**src/rtl/uart_tx_serializer.sv**
```systemverilog
// Bit-rate UART transmitter: one serial bit per clock, optional even/odd parity,
// back-to-back frames without an idle gap when a new request is waiting at stop.
module uart_tx_serializer #(
    parameter int DATA_WIDTH = 8
) (
    input  logic                  CLK,
    input  logic                  RST,
    input  logic [DATA_WIDTH-1:0] P_DATA,
    input  logic                  DATA_VALID,
    input  logic                  PAR_EN,
    input  logic                  PAR_TYP,
    output logic                  TX_OUT,
    output logic                  Busy
);

    localparam int CNT_W = (DATA_WIDTH > 1) ? $clog2(DATA_WIDTH) : 1;

    typedef enum logic [2:0] {
        IDLE   = 3'd0,
        START  = 3'd1,
        DATA   = 3'd2,
        PARITY = 3'd3,
        STOP   = 3'd4
    } state_t;

    state_t                state;
    state_t                next_state;
    logic [CNT_W-1:0]      bit_cnt;
    logic [CNT_W-1:0]      next_cnt;
    logic [DATA_WIDTH-1:0] data_lat;
    logic                  par_en_lat;
    logic                  par_typ_lat;
    logic                  accept;
    logic                  tx_next;
    logic                  busy_next;

    // A request is only honoured when the line is free or the current frame is on its stop bit.
    assign accept = DATA_VALID && ((state == IDLE) || (state == STOP));

    always_ff @(posedge CLK or posedge RST) begin
        if (RST) begin
            state   <= IDLE;
            bit_cnt <= '0;
        end else begin
            state   <= next_state;
            bit_cnt <= next_cnt;
        end
    end

    always_comb begin
        next_state = IDLE;
        next_cnt   = '0;
        case (state)
            IDLE:   next_state = DATA_VALID ? START : IDLE;
            START:  next_state = DATA;
            DATA: begin
                if (bit_cnt == CNT_W'(DATA_WIDTH - 1)) begin
                    next_state = par_en_lat ? PARITY : STOP;
                end else begin
                    next_state = DATA;
                    next_cnt   = bit_cnt + CNT_W'(1);
                end
            end
            PARITY: next_state = STOP;
            STOP:   next_state = DATA_VALID ? START : IDLE;
            default: next_state = IDLE;
        endcase
    end

    // Outputs are decoded from the state being entered so they can be registered with no lag.
    always_comb begin
        tx_next   = 1'b1;
        busy_next = 1'b1;
        case (next_state)
            IDLE:    busy_next = 1'b0;
            START:   tx_next   = 1'b0;
            DATA:    tx_next   = data_lat[next_cnt];
            PARITY:  tx_next   = (^data_lat) ^ par_typ_lat;
            STOP:    tx_next   = 1'b1;
            default: busy_next = 1'b0;
        endcase
    end

    always_ff @(posedge CLK or posedge RST) begin
        if (RST) begin
            TX_OUT <= 1'b1;
            Busy   <= 1'b0;
        end else begin
            TX_OUT <= tx_next;
            Busy   <= busy_next;
        end
    end

    always_ff @(posedge CLK or posedge RST) begin
        if (RST) begin
            data_lat    <= '0;
            par_en_lat  <= 1'b0;
            par_typ_lat <= 1'b0;
        end else if (accept) begin
            data_lat    <= P_DATA;
            par_en_lat  <= PAR_EN;
            par_typ_lat <= PAR_TYP;
        end
    end

endmodule
```
**config.mk**
```make
export PLATFORM = sky130hd
export DESIGN_NAME = uart_tx_serializer
export DESIGN_NICKNAME = d
export VERILOG_FILES = /design/src/rtl/uart_tx_serializer.sv
export SDC_FILE = /design/constraint.sdc
export NUM_CORES = 1
export LEC_CHECK = 0
export CAP_MARGIN = 20
export CORE_MARGIN = 2
export CORE_UTILIZATION = 54
export DETAILED_ROUTE_END_ITERATION = 6
export GPL_ROUTABILITY_DRIVEN = 1
export MAX_ROUTING_LAYER = met4
export PLACE_DENSITY = 0.83
export REMOVE_ABC_BUFFERS = 1
export SLEW_MARGIN = 20
export SYNTH_ARGS = -nofsm -noshare
export SYNTH_HDL_FRONTEND = slang
export SYNTH_SLANG_ARGS = --single-unit
```
**constraint.sdc**
```tcl
create_clock -name CLK -period 5.8 [get_ports CLK]
set_clock_uncertainty 0.05 [all_clocks]
set_input_delay 1.16 -clock CLK [delete_from_list [all_inputs] [get_ports CLK]]
set_output_delay 1.16 -clock CLK [all_outputs]
set_load 0.01 [all_outputs]
```
**Word level (Yosys, flattened, before mapping)**

Index checks and enable logic that the tools add are counted.
W data, S select, Z words.

- Order comparisons: 1
- Equality and inequality tests: 9
- Bitwise operators: 1
- Reductions and logical operators: 6
- Multiplexer cells: 10
- Add/sub/neg operators: 1

Operators with widths:

| cell | number |
|---|---|
| $eq A3 B2 Y1 const B | 4 |
| $mux W3 | 4 |
| $pmux W3 S4 | 1 |
| $eq A3 B3 Y1 const B | 3 |
| $reduce_xor A8 Y1 | 1 |
| $eq A3 B1 Y1 const B | 2 |
| $lt A3 B4 Y1 const B | 1 |
| $reduce_or A4 Y1 | 1 |
| $add A3 B1 Y3 const B | 1 |
| $bmux W1 S3 | 1 |
| $logic_not A3 Y1 | 1 |
| $mux W1 | 3 |
| $pmux W1 S3 | 1 |
| $reduce_or A2 Y1 | 1 |
| $logic_and A1 B1 Y1 | 1 |
| $logic_or A1 B1 Y1 | 1 |
| $xor A1 B1 Y1 | 1 |

- Bits in registers: 18
- Output and inout bits: 2
- Word-level logic and storage cells: 35

**Longest topological paths before layout**

Gate-level depths: netlist of the first run.

- Depth in word-level cells: 6
- Depth in mapped cells: 7
- Depth with buffers taken out: 7

**Worst setup path before layout of the first run**

OpenSTA, ideal clock, no wires.

- Kind: input to register
- From: in DATA_VALID
- To: reg data_lat[0]
- Buffers on the path: 1
- Data required time: 5.625 ns
- Setup slack: 3.585 ns
- Setup time: 0.125 ns
- Cell stages on the path: 3
- Data arrival time: 2.041 ns
- Path through: nor3b_1 -> buf_2 -> mux2_2

- Word-level cells in the longest chain between the ends: 1

Ends and longest elaborated chain:

| item | RTL line | RTL |
|---|---|---|
| from (decl) | 9 | `input logic DATA_VALID,` |
| $logic_and A1 B1 Y1 | 38 | `assign accept = DATA_VALID && ((state == IDLE) \|\| (state == STOP));` |
| to (signal assigned) | 96 | `data_lat <= '0;` |
| to (signal assigned) | 100 | `data_lat <= P_DATA;` |
| to (decl) | 30 | `logic [DATA_WIDTH-1:0] data_lat;` |

No other way between the ends.
A chain may end at the register's enable or synchronous reset.

**Worst setup path after layout of the first run**

- From: reg TX_OUT
- To: out TX_OUT

RTL lines:

| item | RTL line | RTL |
|---|---|---|
| from (decl) | 12 | `output logic TX_OUT,` |
| from (signal assigned) | 89 | `TX_OUT <= tx_next;` |

No word-level cell between the ends.

==> results of run 1 <==
-- placed cells by master (no fill, tap or decap), drive strengths merged --
cell type      count
mux2               9
o31ai              1
or3                1
nand2              1
clkdlybuf4s50     14
a311o              1
clkbuf             4
nor3b              2
mux4               1
nor4               1
buf                1
and2               2
o21ai              1
a21oi              4
a211oi             1
nand4b             1
a2111oi            1
nor2               5
or2                1
nand2b             2
xnor2              7
ha                 2
dfstp              1
nor2b              2
inv                3
xor2               1
dfrtp             17
a21o               2
-- layout make-up --
type                    instances  area [µm²]  share of cell area, %
repair buffers                 15         148                   13.8
inverters                       3        11.3                   1.05
multi-input cells              49         402                   37.6
clock buffers                   4        36.3                   3.40
flip-flops and latches         18         452                   42.3
well taps                      16        20.0                   1.87
-- state kept, by name, indices dropped and copies added (netlist names) --
name         flops
data_lat         8
par_typ_lat      1
TX_OUT           1
state            3
Busy             1
bit_cnt          3
par_en_lat       1
-- where the power goes --
part	internal [mW]	leakage [nW]	switching, mW	total, mW
Clock	0.0383	0.0210	0.0388	0.0771
Sequential	0.184	0.219	0.0491	0.234
Combinational	0.173	0.220	0.116	0.289
Total	0.396	0.461	0.204	0.600
-- worst min path at each step --
stage,startpoint,end,slack [ns],depth (start not counted)
floorplan,state[2]$_DFF_PP0_,state[1]$_DFF_PP0_,0.39,1
global placement,state[2]$_DFF_PP0_,state[1]$_DFF_PP0_,0.42,1
detailed placement,state[2]$_DFF_PP0_,state[1]$_DFF_PP0_,0.45,1
CTS,state[2]$_DFF_PP0_,state[1]$_DFF_PP0_,0.45,1
global route,state[2]$_DFF_PP0_,state[1]$_DFF_PP0_,0.47,1
finish,state[2]$_DFF_PP0_,state[1]$_DFF_PP0_,0.47,1
-- routing by layer --
layer,routed length [µm],part of all wire (%)
met5,0,0
met2,672,47
met4,17,1.2
met1,648,46
met3,82,5.8
-- worst reg2reg max path, cell delays in order (launching register included) --
cell and delay (ns):
sky130_fd_sc_hd__dfrtp_1 0.43, sky130_fd_sc_hd__ha_1 0.22, sky130_fd_sc_hd__ha_1 0.26, sky130_fd_sc_hd__nor2_2 0.20, sky130_fd_sc_hd__mux4_2 0.52, sky130_fd_sc_hd__a311o_1 0.37
sky130_fd_sc_hd__a21oi_2 0.10, sky130_fd_sc_hd__a211oi_1 0.06
-- metrics by stage --
| stage | util (%) | cell area, µm² | hold WS, ns |
|---|---|---|---|
| floorplan | - | 865 | 0.389 |
| global placement | 68.5 | 1030 | 0.425 |
| detailed placement | 68.5 | 1030 | 0.447 |
| CTS | 70.9 | 1070 | 0.454 |
| global route | 70.9 | 1070 | 0.474 |
| finish | 70.9 | 1070 | 0.468 |
-- cell families (layout without fill, tap and decap cells) --
group           count (synthesis)  after routing  share of synthesized area [%]
compound gates                 11             11                           8.92
xor+xnor                        8              8                           8.06
fa+ha+maj                       2              2                           2.88
buf+inv                         4             22                           1.87
flops                          18             18                           51.9
mux                            10             10                           14.2
simple gates                   18             18                           12.1
==> run summary, run 1 <==
The flow ran to the end, and the final reports show no timing, DRC or antenna violations. The number of synthesized flops with an enable pin is 0. Following the worst setup path forward leads to its endpoint at TX_OUT. The post-detailed-route count of antenna-violating nets came out at 0. The number of vias per cell came out at 5.57. In this run the worst path has a maximum fanout of 1. In this run the critical register-to-register path is captured at TX_OUT$_DFF_PP1_. The finished layout holds 105 standard cells, fillers aside.

The commonest cells after synthesis are sky130_fd_sc_hd__dfrtp_1, sky130_fd_sc_hd__mux2_2, sky130_fd_sc_hd__xnor2_1. The startpoint of the worst-slack reg-to-reg timing path is bit_cnt[0]$_DFF_PP0_. The number of hold buffers added after CTS was 0. The initial standard-cell utilization of the core came out at 57.7%. The met1 routing resource usage after global routing came out at 23.5%.

Global routing used 18.1% of the available tracks across all layers. Routability-driven placement finished with a final weighted congestion of 0.884. The final max-slew violation count is 0. For this run, the post-layout net count is 105. Once the clock tree was built, the setup fixing pass inserted 0 buffers. After the first detailed-routing iteration, the DRC count stood at 13.

After technology mapping, the gate count stands at 71. At the worst endpoint, the arrival time is about 1.3 ns. Of the synthesized area, sequential elements account for 51.9%.

Wires add up to 1.42 mm. The peak-usage layer in the global routing report is met2. During synthesis, Yosys emitted a total of 0 warnings. The HPWL after detailed placement is 1.08 mm. The highest achievable clock rate came out at approximately 390 MHz. For the finished layout, the period the worst path requires is 2.55 ns. The per-cell routed wire length is 13.5 µm. The slowest cell on the critical path is sky130_fd_sc_hd__dfstp_2.

The class of the worst hold path is flop to flop. The clock latency of the later-clocked register in the worst-skew pair came out at around 0.30 ns. The worst setup path is launched from a flop.

The deepest level of the CTS H-tree came out at 1. Max-cap violations in this run came to 0. The most used standard cell by instance count after synthesis is sky130_fd_sc_hd__dfrtp_1. Measured in cells, the most critical reg-to-reg path has a length of 7.

The clock net in this run drives a total of 18 sinks. The leakage power is 0.461 nW. The full die area is 1950 µm². The register-to-register setup slack is approximately 3.5 ns.

The post-synthesis to final-layout area growth is 22.9%. The number of global-route vias before repair is 584. For this run, the slowest stage of the critical path takes between 0.5 and 0.6 ns. Sorting the synthesized cells by area gives the leading types as sky130_fd_sc_hd__dfrtp_1, sky130_fd_sc_hd__mux2_2, sky130_fd_sc_hd__xnor2_1, sky130_fd_sc_hd__dfstp_2, sky130_fd_sc_hd__ha_1. A synthesized cell averages 12.2 µm². The number of buffers and inverters on the critical path is 1. The count of port buffers added during placement is 14.

The number of antenna diodes in the final layout is 0. After detailed routing, the number of remaining DRC violations is 0. The final hold violation count is 0. The tree is rooted in a sky130_fd_sc_hd__clkbuf_4. For this design the top-level I/O count stands at 15.

The instance count on the critical path is 1. The start-to-end type of the worst setup path is flop to output pin. TritonCTS built the clock tree.

The core region is ~1500 µm². The total power after layout is 0.600 mW. The worst-case setup slack after placement came out at 3.22 ns.

The worst path meets setup with about 3.3 ns of slack. The required time of the critical path is 4.59 ns. The pre-antenna-repair detailed-routing pass consisted of 4 iterations.

The number of antenna violations at the first check in global routing is 0. The die width is 44.1 µm. The floorplan has 14 rows. The maximum root-to-sink buffer count is 2. The family of cells with the greatest summed delay on the critical path is flip-flops.

The area share of the largest cell type after synthesis came out at 48.9%. The most critical setup path has its startpoint at TX_OUT$_DFF_PP1_. The measured slew at the worst slew-check pin came out at 0.680 ns.

Setup repair after global routing left no endpoint under its margin. Across all layers, the routed design uses 585 vias. The setup violation total in the final timing report is 0. For the final routed database, the setup TNS stands at 0 ns. The clock slew at the register clock pins of the worst setup and hold paths is about 0.10 ns. The final worst-path cycle share is 43.9%. The number of clock buffers added by TritonCTS is 3. The relative max-transition margin came out at 54.6%. Among all flip-flop cells after synthesis, the most frequent one is sky130_fd_sc_hd__dfrtp_1. The first-pass GRT wire length came out at 2.52 mm.

The ratio of cells with drive above 1 in the final layout came out at 21.3%. The pin count of the biggest net entering global routing came out at 19. After synthesis, the netlist uses 28 different library cells.

For this run, global-route usage on met3 was measured as 2.45%. The die is ~44 µm tall. The total congestion overflow is 0.

The synthesized cell area came out at 870 µm². Traced cell by cell, the critical path runs through clkdlybuf4s50_1. The peak supply drop is 0.324 mV. Global routing consumed, on the met2 layer, 28.5% of the routing resources. The biggest area consumer among synthesized cells is sky130_fd_sc_hd__dfrtp_1.

The worst setup path is captured at an output pin. Counting tap cells, the placed design contains a total of approximately 100 instances. The async set or reset register ratio after synthesis came out at between 90% and 100%.

The filler cells instantiated in the layout total 120. In this run the power density over the cells is 562 nW/µm². The post-synthesis sequential element count came out at 18.

The number of instances resized during post-cts repair is 0.
Power figures use the tool's default switching activity.
==> run 2, diff against run 1 <==
- CORE_UTILIZATION: 54 -> 50
- PLACE_DENSITY: 0.83 -> 0.78
- clock period: 5.8 -> 2.4 ns (I/O delays scaled with it)
==> run 2 against run 1 <==
  * Global-route usage increased by 0.39 points
  * Register-to-register slack got worse by 3.4 ns
  * Routed wire length up 7.4%
  * Die area grew 7.3%
  * Critical path depth rose by 6
  * First-iteration DRC count increased by 15%
  * Non-clock buffer count did not move
  * Critical endpoint is now TX_OUT$_DFF_PP1_
  * Highest routed layer unchanged
  * Cell count is 0.95% higher
==> run summary, run 2 (synthesis results as in run 1) <==
The relative max-transition margin was 54.9% (was 54.6%). The setup violation total in the final timing report is 0 (unchanged). Counting stages on the worst path, the most repeated cell is sky130_fd_sc_hd__ha_1. The total track usage is 18.4% (was 18.1%). The detailed-placement wirelength estimate is 1.17 mm (was 1.08 mm). The time the final worst path needs with I/O delays and setup is between 2 and 2.5 ns. The total internal power is 0.928 mW (was 0.396 mW). The measured slew at the worst slew-check pin came out at 0.676 ns (was 0.680 ns).

The vias after detailed routing is 583 (was 585). The share of the core filled with cells is 62.7% (was 70.9%). RSZ-0062 raised after global routing: no (unchanged).

The global-route track usage on met2 is 32.7% (was 28.5%). The register-to-register setup slack was 0.09 ns (was 3.52 ns). The destination of the worst register-to-register timing path is TX_OUT$_DFF_PP1_ (unchanged). The per-cell routed wire length came out at 14.4 µm (was 13.5 µm). The number of global-route vias before repair came out at 595 (was 584). The global placement routability congestion came out at 0.834 (was 0.884). The ratio of cells with drive above 1 in the final layout came out at 20.2% (was 21.3%). The number of buffers added to fix hold violations after cts is 0 (unchanged). Leading registers by flop count: data_lat x8, bit_cnt x3, state x3 (unchanged).

The combinational share of power is 49.2% (was 48.2%). The core region area is 1690 µm² (was 1510 µm²). The final hold violation count was 0 (unchanged). The number of flip-flops under the largest register name was 8 (unchanged). The number of rows created at floorplan is 15 (was 14). The number of remaining DRC errors is 0 (unchanged). The deepest level of the CTS H-tree came out at 1 (unchanged). The maximum net fanout on the critical path came out at 6 (was 1). The met1 routing resource usage after global routing is 17.7% (was 23.5%). The number of antenna violations at the first check in global routing came out at 0 (unchanged). The final standard cell area without fillers came out at 1060 µm² (was 1070 µm²). The initial standard-cell utilization of the core came to 51.5% (was 57.7%).

The master cell of the clock root buffer is sky130_fd_sc_hd__clkbuf_4 (unchanged). The final worst-path cycle share came out at 96.2%. The post-detailed-route count of antenna-violating nets is 0 (unchanged).

The number of max-cap violations is 0 (unchanged). Derived from the worst setup path, the maximum achievable clock frequency is 433 MHz. The cell area reported after detailed placement came out at 1030 µm² (about the same). The count of placed standard cells including taps is 102 (was 101). The total congestion overflow is 0 (unchanged). The leakage power came to 0.455 nW (was 0.461 nW).

Chain of cells forming the critical path: ha_1 -> ha_1 -> nor2_2 -> mux4_2 -> a311o_1 -> a21oi_2 -> a211oi_1 (was clkdlybuf4s50_1). The sequential fraction of design power was 39.9% (was 38.9%). The largest stage delay on the critical path is 0.53 ns (about the same).

The last element of the critical path is TX_OUT$_DFF_PP1_ (was TX_OUT). The number of standard cells in the layout, taps in and fillers out came to 106 (was 105). The fraction of met3 tracks used by global routing came to 3.97% (was 2.45%).

The maximum root-to-sink buffer count is 2 (unchanged). The count of fill cells added during filler insertion is 151 (was 120). The depth of the most critical reg-to-reg path is 7 (unchanged).

The peak supply drop came out at 0.776 mV (was 0.324 mV). The number of CTS-inserted buffers is 3 (unchanged). The most frequent standard cell in the layout excluding fill and tap cells was sky130_fd_sc_hd__dfrtp_1 (unchanged). The instance count on the critical path came out at 7 (was 1). The final routed wirelength across all metal layers is 1.53 mm (was 1.42 mm). The CTS tree is yes (unchanged). The first-pass iteration count of the detailed router came out at 4 (unchanged). The full die area is 2090 µm² (was 1950 µm²). The number of instances resized during post-cts repair is 0 (unchanged). The number of sinks on the clock net came out at 18 (unchanged). The most flop-heavy register is data_lat (unchanged). The class of the worst hold path is flop to flop (unchanged). The clock slew at the register clock pins of the worst setup and hold paths is 0.10 ns (about the same).

The final max-slew violation count is 0 (unchanged). The pin count of the biggest net entering global routing came to 19 (unchanged). The number of setup buffers added after CTS is 0 (unchanged). The clock latency of the later-clocked register in the worst-skew pair came to 0.29 ns (was 0.30 ns). The type of destination of the critical path is a flop (was output pin). The power per cell area is 1350 nW/µm² (was 562 nW/µm²). The slowest cell on the critical path is sky130_fd_sc_hd__mux4_2 (was sky130_fd_sc_hd__dfstp_2). Outcome: finished clean (unchanged).

The start-to-end type of the worst setup path is flop to flop (was flop to output pin). The violation count after the first detailed-route iteration is 15 (was 13). The arrival time at the worst endpoint is 2.48 ns (was 1.34 ns).

The kind of launch point of the worst setup path is a flop (unchanged). The top-level I/O count came out at 15 (unchanged). The number of nets in the layout came to 105 (unchanged). Commonest cells after routing, fill and taps aside: sky130_fd_sc_hd__dfrtp_1, sky130_fd_sc_hd__clkdlybuf4s50_1, sky130_fd_sc_hd__mux2_2 (unchanged).

The first-pass GRT wire length is 2.53 mm (was 2.52 mm). The launching instance or port of the critical path was bit_cnt[0]$_DFF_PP0_ (was TX_OUT$_DFF_PP1_). The peak-usage layer in the global routing report is met2 (unchanged). The switching fraction of total power came out at 35.2% (was 34.1%). The post-route worst hold slack came out at 0.451 ns (was 0.468 ns). The family of cells with the greatest summed delay on the critical path is compound AO/OA/AOI/OAI gates (was flip-flops). The startpoint of the worst-slack reg-to-reg timing path is bit_cnt[0]$_DFF_PP0_ (unchanged). The count of port buffers added during placement is 14 (unchanged). The die width is 45.7 µm (was 44.1 µm). The final total negative setup slack came to 0 ns (unchanged).

The required time of the critical path is 2.57 ns (was 4.59 ns). The number of vias per cell is 5.50 (was 5.57). The count of antenna diodes in the layout is 0 (unchanged). The beginning of the worst hold path is state[2]$_DFF_PP0_ (unchanged). The vertical die dimension came out at 45.7 µm (was 44.1 µm).

The net switching component of the power came out at 0.505 mW (was 0.204 mW). The clock group share of total power is 10.9% (was 12.8%). The post-synthesis to final-layout area growth is 21.9% (was 22.9%).

The number of buffer and inverter instances along the worst setup path came out at 0 (was 1).
## run 2: final cells by class
type                    count  area, µm²  share of cell area, %
clock buffers               4       26.3                   2.48
repair buffers             15        148                   13.9
flip-flops and latches     18        452                   42.6
inverters                   3       11.3                   1.06
well taps                  17       21.3                   2.01
multi-input cells          49        402                   37.9
## run 2: layer usage
metal / wire [µm] / vias up / share of wire (%)
met5: 0 / - / 0
met4: 46 / 0 / 3.0
met3: 74 / 8 / 4.8
met2: 810 / 18 / 53
met1: 594 / 271 / 39
li1: - / 286 / -
## run 2: power groups by stage
stage	logic [mW]	clock network [mW]	registers (mW)
4_1_cts	0.715	0.160	0.573
6_report	0.706	0.156	0.572
2_1_floorplan	0.567	0	0.549
3_5_place_dp	0.709	0	0.579
5_1_grt	0.781	0.174	0.593
3_3_place_gp	0.690	0	0.571
## run 2: worst min path at each step
| stage | end | cells past startpoint | slack [ns] |
|---|---|---|---|
| 2_1_floorplan | Busy$_DFF_PP0_ | 1 | 0.37 |
| 3_3_place_gp | state[1]$_DFF_PP0_ | 1 | 0.43 |
| 3_5_place_dp | state[1]$_DFF_PP0_ | 1 | 0.44 |
| 4_1_cts | state[1]$_DFF_PP0_ | 1 | 0.46 |
| 5_1_grt | state[1]$_DFF_PP0_ | 1 | 0.47 |
| 6_report | state[1]$_DFF_PP0_ | 1 | 0.45 |
## run 2: through the flow
step           setup slack [ns]  total power [mW]
2_1_floorplan             0.233              1.12
3_3_place_gp              0.230              1.26
3_5_place_dp              0.137              1.29
4_1_cts                  0.0952              1.45
5_1_grt                 0.00887              1.55
6_report                 0.0913              1.43
